File: src/rtl/genesis_pad_scanner.sv
`default_nettype none
// ============================================================================
//  Module      : genesis_pad_scanner
//  Description : Polls NUM_PADS Genesis-style controllers that share a single
//                select line. Runs the 8-phase select sequence, detects
//                3-button vs 6-button pads, debounces across frames and
//                publishes active-high button vectors with press pulses.
//  Ports       : clock, reset      - system clock, synchronous active-high reset
//                controller_pins   - raw active-low pad data, 6 bits per pad
//                controller_select - shared select line (idles high)
//                buttons           - debounced buttons, 12 bits per pad
//                                    {Mode,Z,Y,X,Start,C,B,A,Right,Left,Down,Up}
//                pressed           - one-cycle 0->1 pulses of buttons
//                six_button        - debounced 6-button detection per pad
//                frame_done        - one-cycle pulse when a poll is committed
//  Revision    : 1.0 - initial release
// ============================================================================
module genesis_pad_scanner #(
    parameter int NUM_PADS      = 1,
    parameter int PHASE_CYCLES  = 16,
    parameter int IDLE_CYCLES   = 2048,
    parameter int STABLE_FRAMES = 2
) (
    input  logic                    clock,
    input  logic                    reset,
    input  logic [6*NUM_PADS-1:0]   controller_pins,
    output logic                    controller_select,
    output logic [12*NUM_PADS-1:0]  buttons,
    output logic [12*NUM_PADS-1:0]  pressed,
    output logic [NUM_PADS-1:0]     six_button,
    output logic                    frame_done
);

    localparam int c_CNT_MAX = (IDLE_CYCLES > PHASE_CYCLES) ? IDLE_CYCLES : PHASE_CYCLES;
    localparam int c_CNT_W   = $clog2(c_CNT_MAX);
    localparam int c_STB_W   = $clog2(STABLE_FRAMES + 1);

    typedef enum logic [1:0] {
        S_IDLE   = 2'd0,
        S_POLL   = 2'd1,
        S_COMMIT = 2'd2
    } state_t;

    state_t               r_state, w_state_nxt;
    logic [c_CNT_W-1:0]   r_cnt, w_cnt_nxt;
    logic [2:0]           r_phase, w_phase_nxt;
    logic                 w_select;
    logic                 w_phase_end;   // last cycle of a poll phase: sample point
    logic                 w_commit;      // last cycle of phase 7: commit on this edge

    logic [6*NUM_PADS-1:0] r_sync1, r_sync2;
    logic [6*NUM_PADS-1:0] w_pins;       // synchronised, active-high

    // ------------------------------------------------------------------------
    // Input synchroniser; resets to the released (high) pin level
    // ------------------------------------------------------------------------
    always_ff @(posedge clock) begin
        if (reset) begin
            r_sync1 <= '1;
            r_sync2 <= '1;
        end else begin
            r_sync1 <= controller_pins;
            r_sync2 <= r_sync1;
        end
    end

    assign w_pins = ~r_sync2;

    // ------------------------------------------------------------------------
    // Poll sequencer
    // ------------------------------------------------------------------------
    always_ff @(posedge clock) begin
        if (reset) begin
            r_state <= S_IDLE;
            r_cnt   <= '0;
            r_phase <= '0;
        end else begin
            r_state <= w_state_nxt;
            r_cnt   <= w_cnt_nxt;
            r_phase <= w_phase_nxt;
        end
    end

    always_comb begin
        w_state_nxt = r_state;
        w_cnt_nxt   = r_cnt + 1'b1;
        w_phase_nxt = r_phase;
        w_select    = 1'b1;
        w_phase_end = 1'b0;
        w_commit    = 1'b0;
        case (r_state)
            S_IDLE: begin
                if (r_cnt == c_CNT_W'(IDLE_CYCLES - 1)) begin
                    w_state_nxt = S_POLL;
                    w_cnt_nxt   = '0;
                    w_phase_nxt = '0;
                end
            end
            S_POLL: begin
                // Even phases drive select low, odd phases high
                w_select = r_phase[0];
                if (r_cnt == c_CNT_W'(PHASE_CYCLES - 1)) begin
                    w_phase_end = 1'b1;
                    w_cnt_nxt   = '0;
                    if (r_phase == 3'd7) begin
                        w_state_nxt = S_COMMIT;
                        w_commit    = 1'b1;
                    end else begin
                        w_phase_nxt = r_phase + 3'd1;
                    end
                end
            end
            S_COMMIT: begin
                w_state_nxt = S_IDLE;
                w_cnt_nxt   = '0;
            end
            default: begin
                w_state_nxt = S_IDLE;
                w_cnt_nxt   = '0;
            end
        endcase
    end

    assign controller_select = w_select;
    assign frame_done        = (r_state == S_COMMIT);

    // ------------------------------------------------------------------------
    // Per-pad raw capture and cross-frame debounce
    // ------------------------------------------------------------------------
    for (genvar p = 0; p < NUM_PADS; p++) begin : g_pad
        logic [5:0]          w_d;
        logic [11:0]         r_raw_btn;
        logic                r_raw_det;
        logic [12:0]         w_raw;
        logic [12:0]         r_prev;
        logic [c_STB_W-1:0]  r_stb, w_stb_nxt;
        logic                w_same, w_load;
        logic [11:0]         r_btn, r_prs;
        logic                r_six;

        assign w_d   = w_pins[6*p +: 6];
        assign w_raw = {r_raw_det, r_raw_btn};

        always_ff @(posedge clock) begin
            if (reset) begin
                r_raw_btn <= '0;
                r_raw_det <= 1'b0;
            end else if (w_phase_end) begin
                case (r_phase)
                    3'd0: begin
                        r_raw_btn[4] <= w_d[4];                     // A
                        r_raw_btn[7] <= w_d[5];                     // Start
                    end
                    3'd1: begin
                        r_raw_btn[3:0] <= w_d[3:0];                 // Right,Left,Down,Up
                        r_raw_btn[5]   <= w_d[4];                   // B
                        r_raw_btn[6]   <= w_d[5];                   // C
                    end
                    // A 6-button pad pulls D0..D3 low on its third low phase
                    3'd4: r_raw_det <= &w_d[3:0];
                    3'd5: begin
                        // Extended buttons only exist when the pad identified itself
                        r_raw_btn[10] <= r_raw_det & w_d[0];        // Z
                        r_raw_btn[9]  <= r_raw_det & w_d[1];        // Y
                        r_raw_btn[8]  <= r_raw_det & w_d[2];        // X
                        r_raw_btn[11] <= r_raw_det & w_d[3];        // Mode
                    end
                    default: ;
                endcase
            end
        end

        always_comb begin
            w_same    = (w_raw == r_prev);
            w_stb_nxt = c_STB_W'(1);
            if (w_same) begin
                w_stb_nxt = (r_stb == c_STB_W'(STABLE_FRAMES)) ? r_stb : r_stb + 1'b1;
            end
            w_load = (w_stb_nxt == c_STB_W'(STABLE_FRAMES));
        end

        // Updated on the edge into COMMIT so frame_done, pressed and the new
        // button state all become visible together during the COMMIT cycle.
        always_ff @(posedge clock) begin
            if (reset) begin
                r_prev <= '0;
                r_stb  <= '0;
                r_btn  <= '0;
                r_prs  <= '0;
                r_six  <= 1'b0;
            end else begin
                r_prs <= '0;
                if (w_commit) begin
                    r_stb <= w_stb_nxt;
                    if (!w_same) begin
                        r_prev <= w_raw;
                    end
                    if (w_load) begin
                        r_btn <= w_raw[11:0];
                        r_six <= w_raw[12];
                        r_prs <= w_raw[11:0] & ~r_btn;
                    end
                end
            end
        end

        assign buttons[12*p +: 12] = r_btn;
        assign pressed[12*p +: 12] = r_prs;
        assign six_button[p]       = r_six;
    end

endmodule
`default_nettype wire
File: config.mk
export PLATFORM = sky130hd
export DESIGN_NAME = genesis_pad_scanner
export DESIGN_NICKNAME = d
export VERILOG_FILES = /design/src/rtl/genesis_pad_scanner.sv
export SDC_FILE = /design/constraint.sdc
export NUM_CORES = 1
export LEC_CHECK = 0
export CAP_MARGIN = 20
export CORE_ASPECT_RATIO = 1.4
export CORE_MARGIN = 2
export CORE_UTILIZATION = 40
export DETAILED_ROUTE_END_ITERATION = 8
export GPL_ROUTABILITY_DRIVEN = 1
export GPL_TIMING_DRIVEN = 0
export SYNTH_ARGS = -nofsm -noshare
export SYNTH_HDL_FRONTEND = slang
export SYNTH_SLANG_ARGS = --single-unit
File: constraint.sdc
create_clock -name clock -period 1.79 [get_ports clock]
set_input_delay 0.2685 -clock clock [delete_from_list [all_inputs] [get_ports clock]]
set_output_delay 0.2685 -clock clock [all_outputs]
set_load 0.03 [all_outputs]
==> results by stage <==
Drt:
- In this run the top signal layer used is met4.
- The final layout contains routed wiring with a total length of between 7 and 8 mm.
- The initial DRC count is 51.
- The residual DRC count is 0.
- Summing over every cut layer, the via total after detailed routing is around 2400.
- After detailed routing, the met2 layer carries approximately 4.0 mm of wire.
- The detail route stage leaves a number of antenna-violating nets equal to 0.
- The routed wire length per instance is 14.7 um.
- The first detailed-routing pass took 4 iterations.
- After detailed routing, the met3 layer carries between 150 and 200 um of wire.
- Dividing the detail-routed via count by the number of cells gives ~4.9.
- After detailed routing, the wire length on met1 is approximately 2.8 mm.

Logic synthesis:
- The compound-gate portion of the synthesized area is ~4.7%.
- The commonest cells after synthesis are 81 x sky130_fd_sc_hd__dfxtp_1, 39 x sky130_fd_sc_hd__nand2b_1, 28 x sky130_fd_sc_hd__mux2i_1.
- The top cell type by total area after synthesis is sky130_fd_sc_hd__dfxtp_1.
- For this run, asynchronously set or reset flops after synthesis account for 0%.
- The post-synthesis adder-cell area fraction is around 2.3%.
- The synthesized design devotes to its leading area cell type just under 50% of total area.
- Of the synthesized area, sequential elements account for between 40% and 50%.
- The average instance in the mapped netlist occupies about 10 sq um.
- The post-synth net total is 333.
- Ranked by total cell area, the synthesized netlist is headed by sky130_fd_sc_hd__dfxtp_1 49%, sky130_fd_sc_hd__mux2i_1 8.4%, sky130_fd_sc_hd__nand2b_1 7.3%, sky130_fd_sc_hd__nor3b_1 3.2%, sky130_fd_sc_hd__xor2_1 3.2%.
- In this run, synthesis inferred 0 flip-flops with an integrated enable.
- In the post-synthesis netlist, the cell with the most instances is sky130_fd_sc_hd__dfxtp_1.
- The proportion of synthesized area in mux cells is under 10%.
- The most common flop cell mapped by yosys is sky130_fd_sc_hd__dfxtp_1.
- In this run, synthesis produced a sequential element count of between 80 and 90.
- The gate count after technology mapping is 319.
- The synthesized netlist devotes between 5 and 6% of its cell area to XOR and XNOR gates.
- The area fraction in and, or, nand and nor cells after synthesis is a little over a quarter.
- By area, the combinational part of the netlist is dominated by simple AND/OR/NAND/NOR gates.
- The number of unique standard cell types used by synthesis is 42.
- The mapped netlist covers approximately 3300 sq um.
- The count of synthesis-stage warnings from yosys is 0.

Layout:
- With fillers left out, the area of the finished cells amounts to 4410 sq um.
- The number of antenna diodes in the final layout is 0.
- The growth of design area from synthesis to finish is 32.8%.
- The proportion of layout cells with a drive suffix above 1 is between 20% and 30%.
- In the final design database the tool counted just under 400 nets.

Worst setup path:
- Traced cell by cell, the critical path runs through ha_4, and3_4, and4_4, and2_4, nand4_4, clkbuf_16, mux2i_1.
- In this run the worst path has a maximum fanout of 6.
- The nature of the critical path endpoint is a flip-flop.
- The critical path startpoint category is a flip-flop.
- At the worst endpoint, the required time is about 2.0 ns.
- The largest individual stage delay along the critical path comes from the cell sky130_fd_sc_hd__dfxtp_4.
- The largest single stage delay on the critical path is 0.36 ns.
- The critical path class is flip-flop to flip-flop.
- The data arrival time at the worst-slack endpoint is between 1.5 and 2 ns.

Timing:
- The post-route clock period utilization is 98.1%.
- The minimum clock period after layout is 1.76 ns.
- The total of endpoints with negative setup slack in the final report is 0.
- For the pin with the worst max-slew slack, the measured transition is between 0.5 and 0.6 ns.
- Setup repair after global routing could not meet its margin everywhere.
- The hold violation total from the final report is 0.
- On the final layout, the worst clock skew is approximately 0.008 ns.
- The upper clock frequency limit is 570 MHz.
- The max-slew violation count is 0.
- The headroom to the max-slew limit is 65.4%.

Die:
- The number of standard-cell rows in the floorplan is 39.
- The die covers around 9100 sq um.
- Once the floorplan was initialized, standard cells occupied between 40% and 50% of the core.
- The I/O pin total is 35.
- In this run the vertical extent of the chip is around 110 um.
- The width of the die is between 80 and 90 um.
- The area of the placeable core is about 8000 sq um.

Global route:
- For this run, the total global-route usage over all layers was measured as about 17%.
- The initial antenna violation count is 0.
- The global-route wire length before repair is 11.8 mm.
- Entering global routing, the biggest net connects 16 pins.
- The total congestion overflow after global routing is 0.
- The via count of the first global-routing pass is approximately 2500.

Pwr:
- The overall power of the completed layout is 3.80 mW.
- The maximum ir drop on the vdd rail is approximately 0.00055 V.
- The total power divided by cell area is approximately 860 nW/um^2.
- Summed over all cells, the static leakage comes to roughly 1.6 nW.

Flow run:
- The reported max-cap violation count is 0.

Placement:
- The final weighted congestion in routability-driven placement is 0.722.
- The area of placed instances is 3790 sq um.
- The count of buffers added on input and output ports is 33.
- The estimated wirelength of the detail-placed design is between 4 and 5 mm.

Clock network:
- Clock latency on the worst-skew pair, taken at its later pin, is approximately 0.35 ns.
- The library cell used as clock root buffer is sky130_fd_sc_hd__clkbuf_16.
- The CTS tree is built.
- The number of H-tree levels is 3.
- The clock passes through at most 2 buffers.
- The clock input transition at the sequential cells of the worst setup and hold paths is around 0.060 ns.
- The TritonCTS sink count is 81.
- The number of buffers created by CTS is 9.

Worst hold path:
- In this run the worst hold path is classified as flip-flop to flip-flop.

Run status:
- The flow ran to the end, and the final reports show no timing, DRC or antenna violations.
==> area by class of cell <==
class,instances,area [sq um]
fillers,755,3690
inverters,5,18.8
well taps,102,128
plain buffers,12,88.8
repair buffers,52,498
flip-flops and latches,81,1640
clock inverters,6,73.8
clock buffers,10,229
multi-input cells,219,1740
==> per-layer routing <==
| metal | vias up | global-route usage (%) |
|---|---|---|
| li1 | 1219 | - |
| met1 | 1146 | 17.6 |
| met3 | 11 | 3.65 |
| met5 | - | 0 |
| met4 | 0 | 8.14 |
| met2 | 31 | 32.3 |
==> through the flow <==
step / hold slack [ns] / utilization [%] / cells / TNS, ns / setup slack [ns]
floorplan: 0.372 / - / 319 / 0 / 0.00697
global placement: 0.392 / 46.8 / 454 / -8.14 / -0.245
detailed placement: 0.393 / 46.8 / 454 / -9.17 / -0.251
CTS: 0.405 / 53.2 / 483 / -0.183 / -0.0282
global route: 0.422 / 54.5 / 487 / -0.393 / -0.0520
finish: 0.408 / 54.5 / 487 / 0 / 0.0341
==> power by group <==
group	total, mW	internal [mW]	switching [mW]
combinational	0.0975	0.0522	0.0453
clock	1.88	1.10	0.776
sequential	1.83	1.82	0.0119
==> flip-flops by register name, indices dropped and copies added, names as in the netlist <==
register and cells:
buttons 12, r_phase 3, r_state 2, r_sync2 6, pressed 12, r_sync1 6, r_cnt 11, g_pad.r_raw_det 1
g_pad.r_stb 2, six_button 1, g_pad.r_raw_btn 12, g_pad.r_prev 13
==> critical path: cells and delay by family (launching register included) <==
family | cells | cell delay [ns]
flops | 1 | 0.36
fa+ha+maj | 1 | 0.13
mux | 1 | 0.12
simple gates | 4 | 0.80
buf+inv | 1 | 0.22
==> cell usage in the layout, fill, tap and decap left out, drive strengths merged, types with 3 or more instances in the layout <==
cell / netlist / final
dfxtp: 81 / 81
nand2b: 39 / 39
clkdlybuf4s50: 0 / 31
mux2i: 28 / 28
nor2: 22 / 22
buf: 5 / 22
clkbuf: 9 / 20
nor3b: 15 / 15
or2: 14 / 14
xor2: 12 / 12
xnor2: 10 / 10
nand4: 10 / 10
a21oi: 10 / 10
nand2: 9 / 9
a211oi: 8 / 8
nand3: 8 / 8
inv: 5 / 8
ha: 6 / 6
and3: 5 / 5
or3b: 4 / 4
nor2b: 3 / 3
nor4: 3 / 3
nor3: 3 / 3
==> repair_timing <==
action	CTS	global route
pin swaps	7	6
resized for setup	26	23
hold buffers	0	0
endpoints found under the hold margin	0	0
buffers inserted	11	5
gates cloned	3	0
setup endpoints to repair	62	58
==> cells by family after synthesis <==
kind of cell	count (synthesis)
buffers and inverters	19
multiplexers	28
adder cells (fa/ha/maj)	6
flip-flops	81
AND/OR/NAND/NOR	141
XOR/XNOR	22
AO/OA/AOI/OAI	22
==> final timing paths <==
| path | start | endpoint | slack (ns) | cells after the start |
|---|---|---|---|---|
| worst max-delay path | r_cnt[0] | buttons[7] | 0.03 | 7 |
| worst min-delay path | r_sync1[0] | r_sync2[0] | 0.41 | 1 |
| worst min register to register | r_sync1[0] | r_sync2[0] | 0.41 | 1 |
| worst max register to register | r_cnt[0] | buttons[7] | 0.03 | 7 |
(Power assumes the default switching activity.)
